`src/rtl/decoder_scan_seq.sv`:
```
// decoder_scan_seq
// Registered channel sequencer that drives the 2-bit select (x1:x0) of the
// downstream two2four decoder. Walks four request lines round-robin and holds
// each selected channel for up to DWELL enabled cycles, or less when the
// consumer raises done.
//
// Build option: define SCAN_SKIP_EN to skip channels whose request is low.
// Without it the scan steps 0->1->2->3->0 unconditionally while any request
// is pending.
module decoder_scan_seq #(
  parameter int unsigned DWELL = 4  // legal 1..255
) (
  input  logic clk,
  input  logic rst,
  input  logic en,
  input  logic r0,
  input  logic r1,
  input  logic r2,
  input  logic r3,
  input  logic done,
  output logic x0,
  output logic x1,
  output logic busy
);

  localparam logic       ST_IDLE  = 1'b0;
  localparam logic       ST_HOLD  = 1'b1;
  localparam logic [7:0] CNT_LAST = 8'(DWELL - 1);

  logic       state;
  logic [7:0] cnt;
  logic [1:0] ptr;       // last channel served
  logic [1:0] sel;       // registered select driven to the decoder
  logic [3:0] req;
  logic [1:0] base;      // channel the round-robin search starts after
  logic       found;
  logic [1:0] next_ch;
  logic       hand_off;

  assign req = {r3, r2, r1, r0};

  // At a hand-off the pointer becomes the current channel, so the search
  // starts after sel; from IDLE it starts after the last-served pointer.
  assign base     = (state == ST_HOLD) ? sel : ptr;
  assign hand_off = (state == ST_HOLD) && ((cnt == CNT_LAST) || done);

`ifdef SCAN_SKIP_EN
  // Round-robin search over requesting channels; the current channel is
  // visited last (offset 4 wraps back to base).
  always_comb begin
    // NOTE: every always_comb output gets a default first so no path leaves
    // it unassigned, which would otherwise infer a latch.
    found   = 1'b0;
    next_ch = base;
    for (int i = 1; i <= 4; i++) begin
      if (!found && req[base + 2'(i)]) begin
        found   = 1'b1;
        next_ch = base + 2'(i);
      end
    end
  end
`else
  // Pure sequential scan: always advance by one while anything is requesting.
  always_comb begin
    found   = |req;
    next_ch = base + 2'd1;
  end
`endif

  // Sequencer state, dwell counter, pointer and registered outputs.
  // NOTE: all state uses non-blocking assignments and is cleared
  // asynchronously so the decoder select is defined the instant rst rises.
  always_ff @(posedge clk or posedge rst) begin
    if (rst) begin
      state <= ST_IDLE;
      cnt   <= 8'd0;
      ptr   <= 2'd3;
      sel   <= 2'd0;
      busy  <= 1'b0;
    end else if (en) begin
      case (state)
        ST_IDLE: begin
          if (found) begin
            state <= ST_HOLD;
            sel   <= next_ch;
            cnt   <= 8'd0;
            busy  <= 1'b1;
          end
        end
        default: begin
          if (hand_off) begin
            ptr <= sel;
            cnt <= 8'd0;
            if (found) begin
              sel <= next_ch;
            end else begin
              state <= ST_IDLE;
              busy  <= 1'b0;
            end
          end else begin
            cnt <= cnt + 8'd1;
          end
        end
      endcase
    end
  end

  assign x0 = sel[0];
  assign x1 = sel[1];

endmodule

```
`config.mk`:
```
export PLATFORM = sky130hd
export DESIGN_NAME = decoder_scan_seq
export DESIGN_NICKNAME = d
export VERILOG_FILES = /design/src/rtl/decoder_scan_seq.sv
export SDC_FILE = /design/constraint.sdc
export NUM_CORES = 1
export LEC_CHECK = 0
export ABC_AREA = 1
export CAP_MARGIN = 20
export CELL_PAD_IN_SITES_DETAIL_PLACEMENT = 0
export CELL_PAD_IN_SITES_GLOBAL_PLACEMENT = 1
export CORE_MARGIN = 5
export CORE_UTILIZATION = 36
export CTS_BUF_LIST = sky130_fd_sc_hd__clkbuf_8
export CTS_CLUSTER_DIAMETER = 60
export DETAILED_ROUTE_END_ITERATION = 8
export PLACE_DENSITY = 0.83
export SYNTH_ARGS = -nofsm -noshare
export SYNTH_HDL_FRONTEND = slang
export SYNTH_SLANG_ARGS = --single-unit
```
`constraint.sdc`:
```
create_clock -name clk -period 1.2 [get_ports clk]
set_input_delay 0.24 -clock clk [delete_from_list [all_inputs] [get_ports clk]]
set_output_delay 0.24 -clock clk [all_outputs]
set_load 0.02 [all_outputs]
```
# After elaboration in Yosys (flattened, before gate mapping)
# Index checks and enable logic that the tools add are counted.
# word_totals
regBits	14
in_bits	8
elab_cells	32
# classes
add_sub_neg	2
n_eq_ne	3
mux	14
n_reduce_logical	8
# op_table
operator	count
two-way mux 8 bit	3
adder 8 x 1 -> 8 bit (second input constant)	1
== test 8 x 2 -> 1 bit (second input constant)	1
two-way mux 2 bit	4
two-way mux 1 bit	7
AND reduction 2 bit	2
AND reduction 4 bit	1
OR reduction 4 bit	1
AND reduction 3 bit	1
adder 2 x 1 -> 2 bit (second input constant)	1
!= test 2 x 1 -> 1 bit (second input constant)	1
!= test 2 bit (second input constant)	1
nonzero test 2 bit	1
logical AND 1 bit	1
logical OR 1 bit	1

# Longest topological paths before layout
# Gate-level depths: netlist of the first run.
# logic_depth
word_depth	5
depth_mapped	8

# Worst setup path after synthesis of the first run
# OpenSTA, ideal clock, no wires.
# synth_path
kind	reg2reg
from	register cnt[0]
to	register sel[1]
setup_ps	117
arrival_ps	1062
t_required_ps	1083
slack_ps	21
stages_incl_launch_ff	9
n_path_buf	0
path_cell_list	dfrtp_1 -> ha_1 -> nand2_1 -> nor2_1 -> nand2_2 -> nand3_2 -> nand3_1 -> nand2_1 -> nand2_1
# synth_via
elab_chain_cells	5
# synth_rtl
item	line_no	rtl
start, declared	31	logic [7:0] cnt;
start signal, assigned	101	cnt <= cnt + 8'd1;
== test 8 x 2 -> 1 bit	45	assign hand_off = (state == ST_HOLD) && ((cnt == CNT_LAST) || done);
logical OR 1 bit	45	
logical AND 1 bit	45	
!= test 2 x 1 -> 1 bit (no line)	-	
AND reduction 2 bit (no line)	-	
end signal, assigned	85	sel <= next_ch;
end signal, assigned	95	sel <= next_ch;
end, declared	33	logic [1:0] sel;
# No other way between the ends.
# A chain may end at the register's enable or synchronous reset.

# Worst setup path after layout of the first run
# layout_path
from	register cnt[1]
to	register ptr[1]
# layout_via
elab_chain_cells	4
# layout_rtl
item	line_no	rtl
== test 8 x 2 -> 1 bit	45	
logical OR 1 bit	45	
logical AND 1 bit	45	
AND reduction 3 bit (no line)	-	
end signal, assigned	92	ptr <= sel;
end, declared	32	logic [1:0] ptr;
# No other way between the ends.

==> metrics.txt, run 1 <==
outcome=finished, violations left; failing checks=negative setup slack; #FFs+latches synth=14; Yosys top cell area share=34.2%; EDFF count, synth=0; Leak=0.000654 uW; Ports=11; Clock Sinks=14; Seq pwr share=39.3%; Placed Instances=176; Clk pin slew, worst setup/hold paths=0.06 ns; GRT Residual Overflow=0; min Tclk post-route=1.22 ns; Place WS=-0.256 ns; mean area per synthesized cell=7.14 um2; ANT nets after route=0; cts bufs inserted=3; Final Skew=0.00474 ns; pwr dens=1250 nW/um2; RSZ-0062 raised after global routing=yes; Fin. Hold Viols=0; Hold Crit Class=input pin to async pin; clock tree root driver cell=clkbuf_8; required time worst endpoint=1.38 ns; diode count=0; Arr. time, crit path=1.40 ns; Die Span Y=59.4 um; Ys Warns=0; number of remaining DRC errors=0; antenna violations before repair=0; core region area=2280 um2; WHS=0.216 ns; 1st-pass router iterations=4; FFs w/ async S/R, synth=100%; H-tree depth=1; via count=855; Tightest Pin Transition=0.263 ns; internal power=1070 uW; final period utilization=102%; vias in the first global route=894; Distinct cells, synth=19; top cells by area, synth=dfrtp_1, nand2_1, nand3_1, dfstp_2, inv_1; Max IR drop VDD=0.755 mV; Max Clk Rate=819 MHz; Post-CTS Hold Buffers=0; clk buf depth=2; post-synthesis sequential area ratio=40.2%; most common cell in the synthesized netlist=nand2_1; top_reg_cell synth=dfrtp_1; syn_nets=132; share of cells above drive strength 1=35.7%; area grow syn2layout=42.0%; die area=3530 um2; critical path class=flop to flop; Startpoint Class=flop; largest area contributor in the netlist=dfrtp_1; IO buf count=10; Switching Share=31.5%; top cells by count, synth=nand2_1, nand3_1, inv_1, dfrtp_1, nor2_1; final WL=2050 um; Final GP Congestion=0.764; DRT iter0 DRCs=16; gr usage total=13.7%; nets=164; power share of the clock group=29.6%; Setup violations, final=6; Initial Util=38.6%; Design Power=1560 uW; Comb pwr share=31.0%; Post-Syn Instances=123; drt wl/cell=11.3 um; row count=17; synthesized area=878 um2; vias per inst=4.70; Finished Layout Cells=182; CP max FO=3; first-pass GRT wire length=3690 um; Critical Path Sink Type=flop; dpl hpwl=1640 um; worst skew pair latency=0.25 ns; CTS tree=yes; Max transition margin=82.4%; final slew viol count=0; switching power=492 uW; Final WS setup=-0.0213 ns; chip width=59.4 um; largest net degree at the start of global routing=9; max cap viols=0
==> critical path, cell delays in order, from the launching register on <==
cell and delay [ns]:
dfrtp_1 0.39, ha_4 0.17, nand2_2 0.05, nor2_2 0.09
nand2_2 0.10, nand2_4 0.10, buf_6 0.11, nand2_2 0.04
nand2_1 0.06, nand2_1 0.05
==> sequential cells by signal (all words and copies together) (netlist names) <==
name and cells:
ptr 2, cnt 8, busy 1, state 1, sel 2
==> final timing paths <==
check,start,to,cells after the start,slack [ns]
hold reg to reg,ptr[0],ptr[0],2,0.46
hold / removal,rst,state,2,0.22
setup / recovery,cnt[1],ptr[1],9,-0.02
setup reg to reg,cnt[1],ptr[1],9,-0.02
min in group clk,ptr[0],ptr[0],2,0.46
max in group asynchronous,rst,cnt[2],3,0.57
==> power by group through the flow <==
stage / Sequential (uW) / Clock (uW) / Combinational [uW]
CTS: 612 / 478 / 485
finish: 615 / 464 / 485
global route: 627 / 498 / 538
detailed placement: 615 / 0 / 485
global placement: 612 / 0 / 475
floorplan: 663 / 0 / 200
==> per-stage QoR <==
stage	area (um2)	setup TNS, ns	utilization, %
2_1_floorplan	878	0	-
3_3_place_gp	1130	-2.18	49.6
3_5_place_dp	1130	-2.59	49.6
4_1_cts	1240	-0.188	54.4
5_1_grt	1250	-1.04	54.8
6_report	1250	-0.0628	54.8
==> cell families after synthesis <==
| group | after synthesis | synth area share (%) |
|---|---|---|
| and+or+nand+nor | 85 | 48.1 |
| AOI/OAI and AO/OA | 2 | 1.14 |
| adders and majority gates | 1 | 1.42 |
| buffers and inverters | 21 | 9.12 |
| DFF | 14 | 40.2 |
==> per-layer routing <==
metal	wire length, um	part of all wire (%)	vias up	track usage (%)
li1	-	-	443	-
met1	874	43	400	15.8
met2	1090	53	10	24.6
met3	75	3.7	2	2.61
met4	16	0.78	0	5.50
met5	0	0	-	0
==> final cells by class <==
cell class                 instances  area [um2]
tap                               28        35.0
inverter                          20        75.1
timing repair buffer              28         234
sequential                        14         353
clock buffer                       4        55.1
fill                             217        1030
multi-input combinational         88         495
==> cells in the final DEF, fill, tap and decap left out <==
cell type | synthesis | final
nand2_2 | 5 | 7
o21ai_1 | 2 | 2
nor3_2 | 1 | 1
nand2_1 | 42 | 39
inv_2 | 6 | 6
nand3_4 | 0 | 1
nor2_4 | 0 | 1
clkbuf_8 | 0 | 4
nor2_1 | 7 | 6
nand3_2 | 1 | 2
clkbuf_2 | 0 | 1
or2_2 | 1 | 1
clkinv_1 | 1 | 1
nor2_2 | 6 | 6
dfrtp_1 | 12 | 12
ha_4 | 0 | 1
clkdlybuf4s15_1 | 0 | 2
dfstp_2 | 2 | 2
nand2_4 | 2 | 3
nand4_1 | 4 | 4
nand3_1 | 15 | 13
inv_1 | 13 | 13
buf_6 | 0 | 1
clkdlybuf4s50_1 | 0 | 7
nand4_4 | 1 | 1
buf_4 | 0 | 17
==> repair_timing <==
| action | in CTS | in global routing |
|---|---|---|
| pin swaps | 10 | 5 |
| gates resized for setup | 15 | 4 |
| buffers inserted | 1 | 1 |
| endpoints found under the hold margin | 0 | 0 |
| endpoints found under the setup margin | 17 | 16 |
(Power assumes the default switching activity.)
==> run 2: changes to the inputs <==
CTS_CLUSTER_SIZE = 12   (was not set)
==> results of run 2 <==
No change in the layout: final DEF, timing and power equal those of run 1.
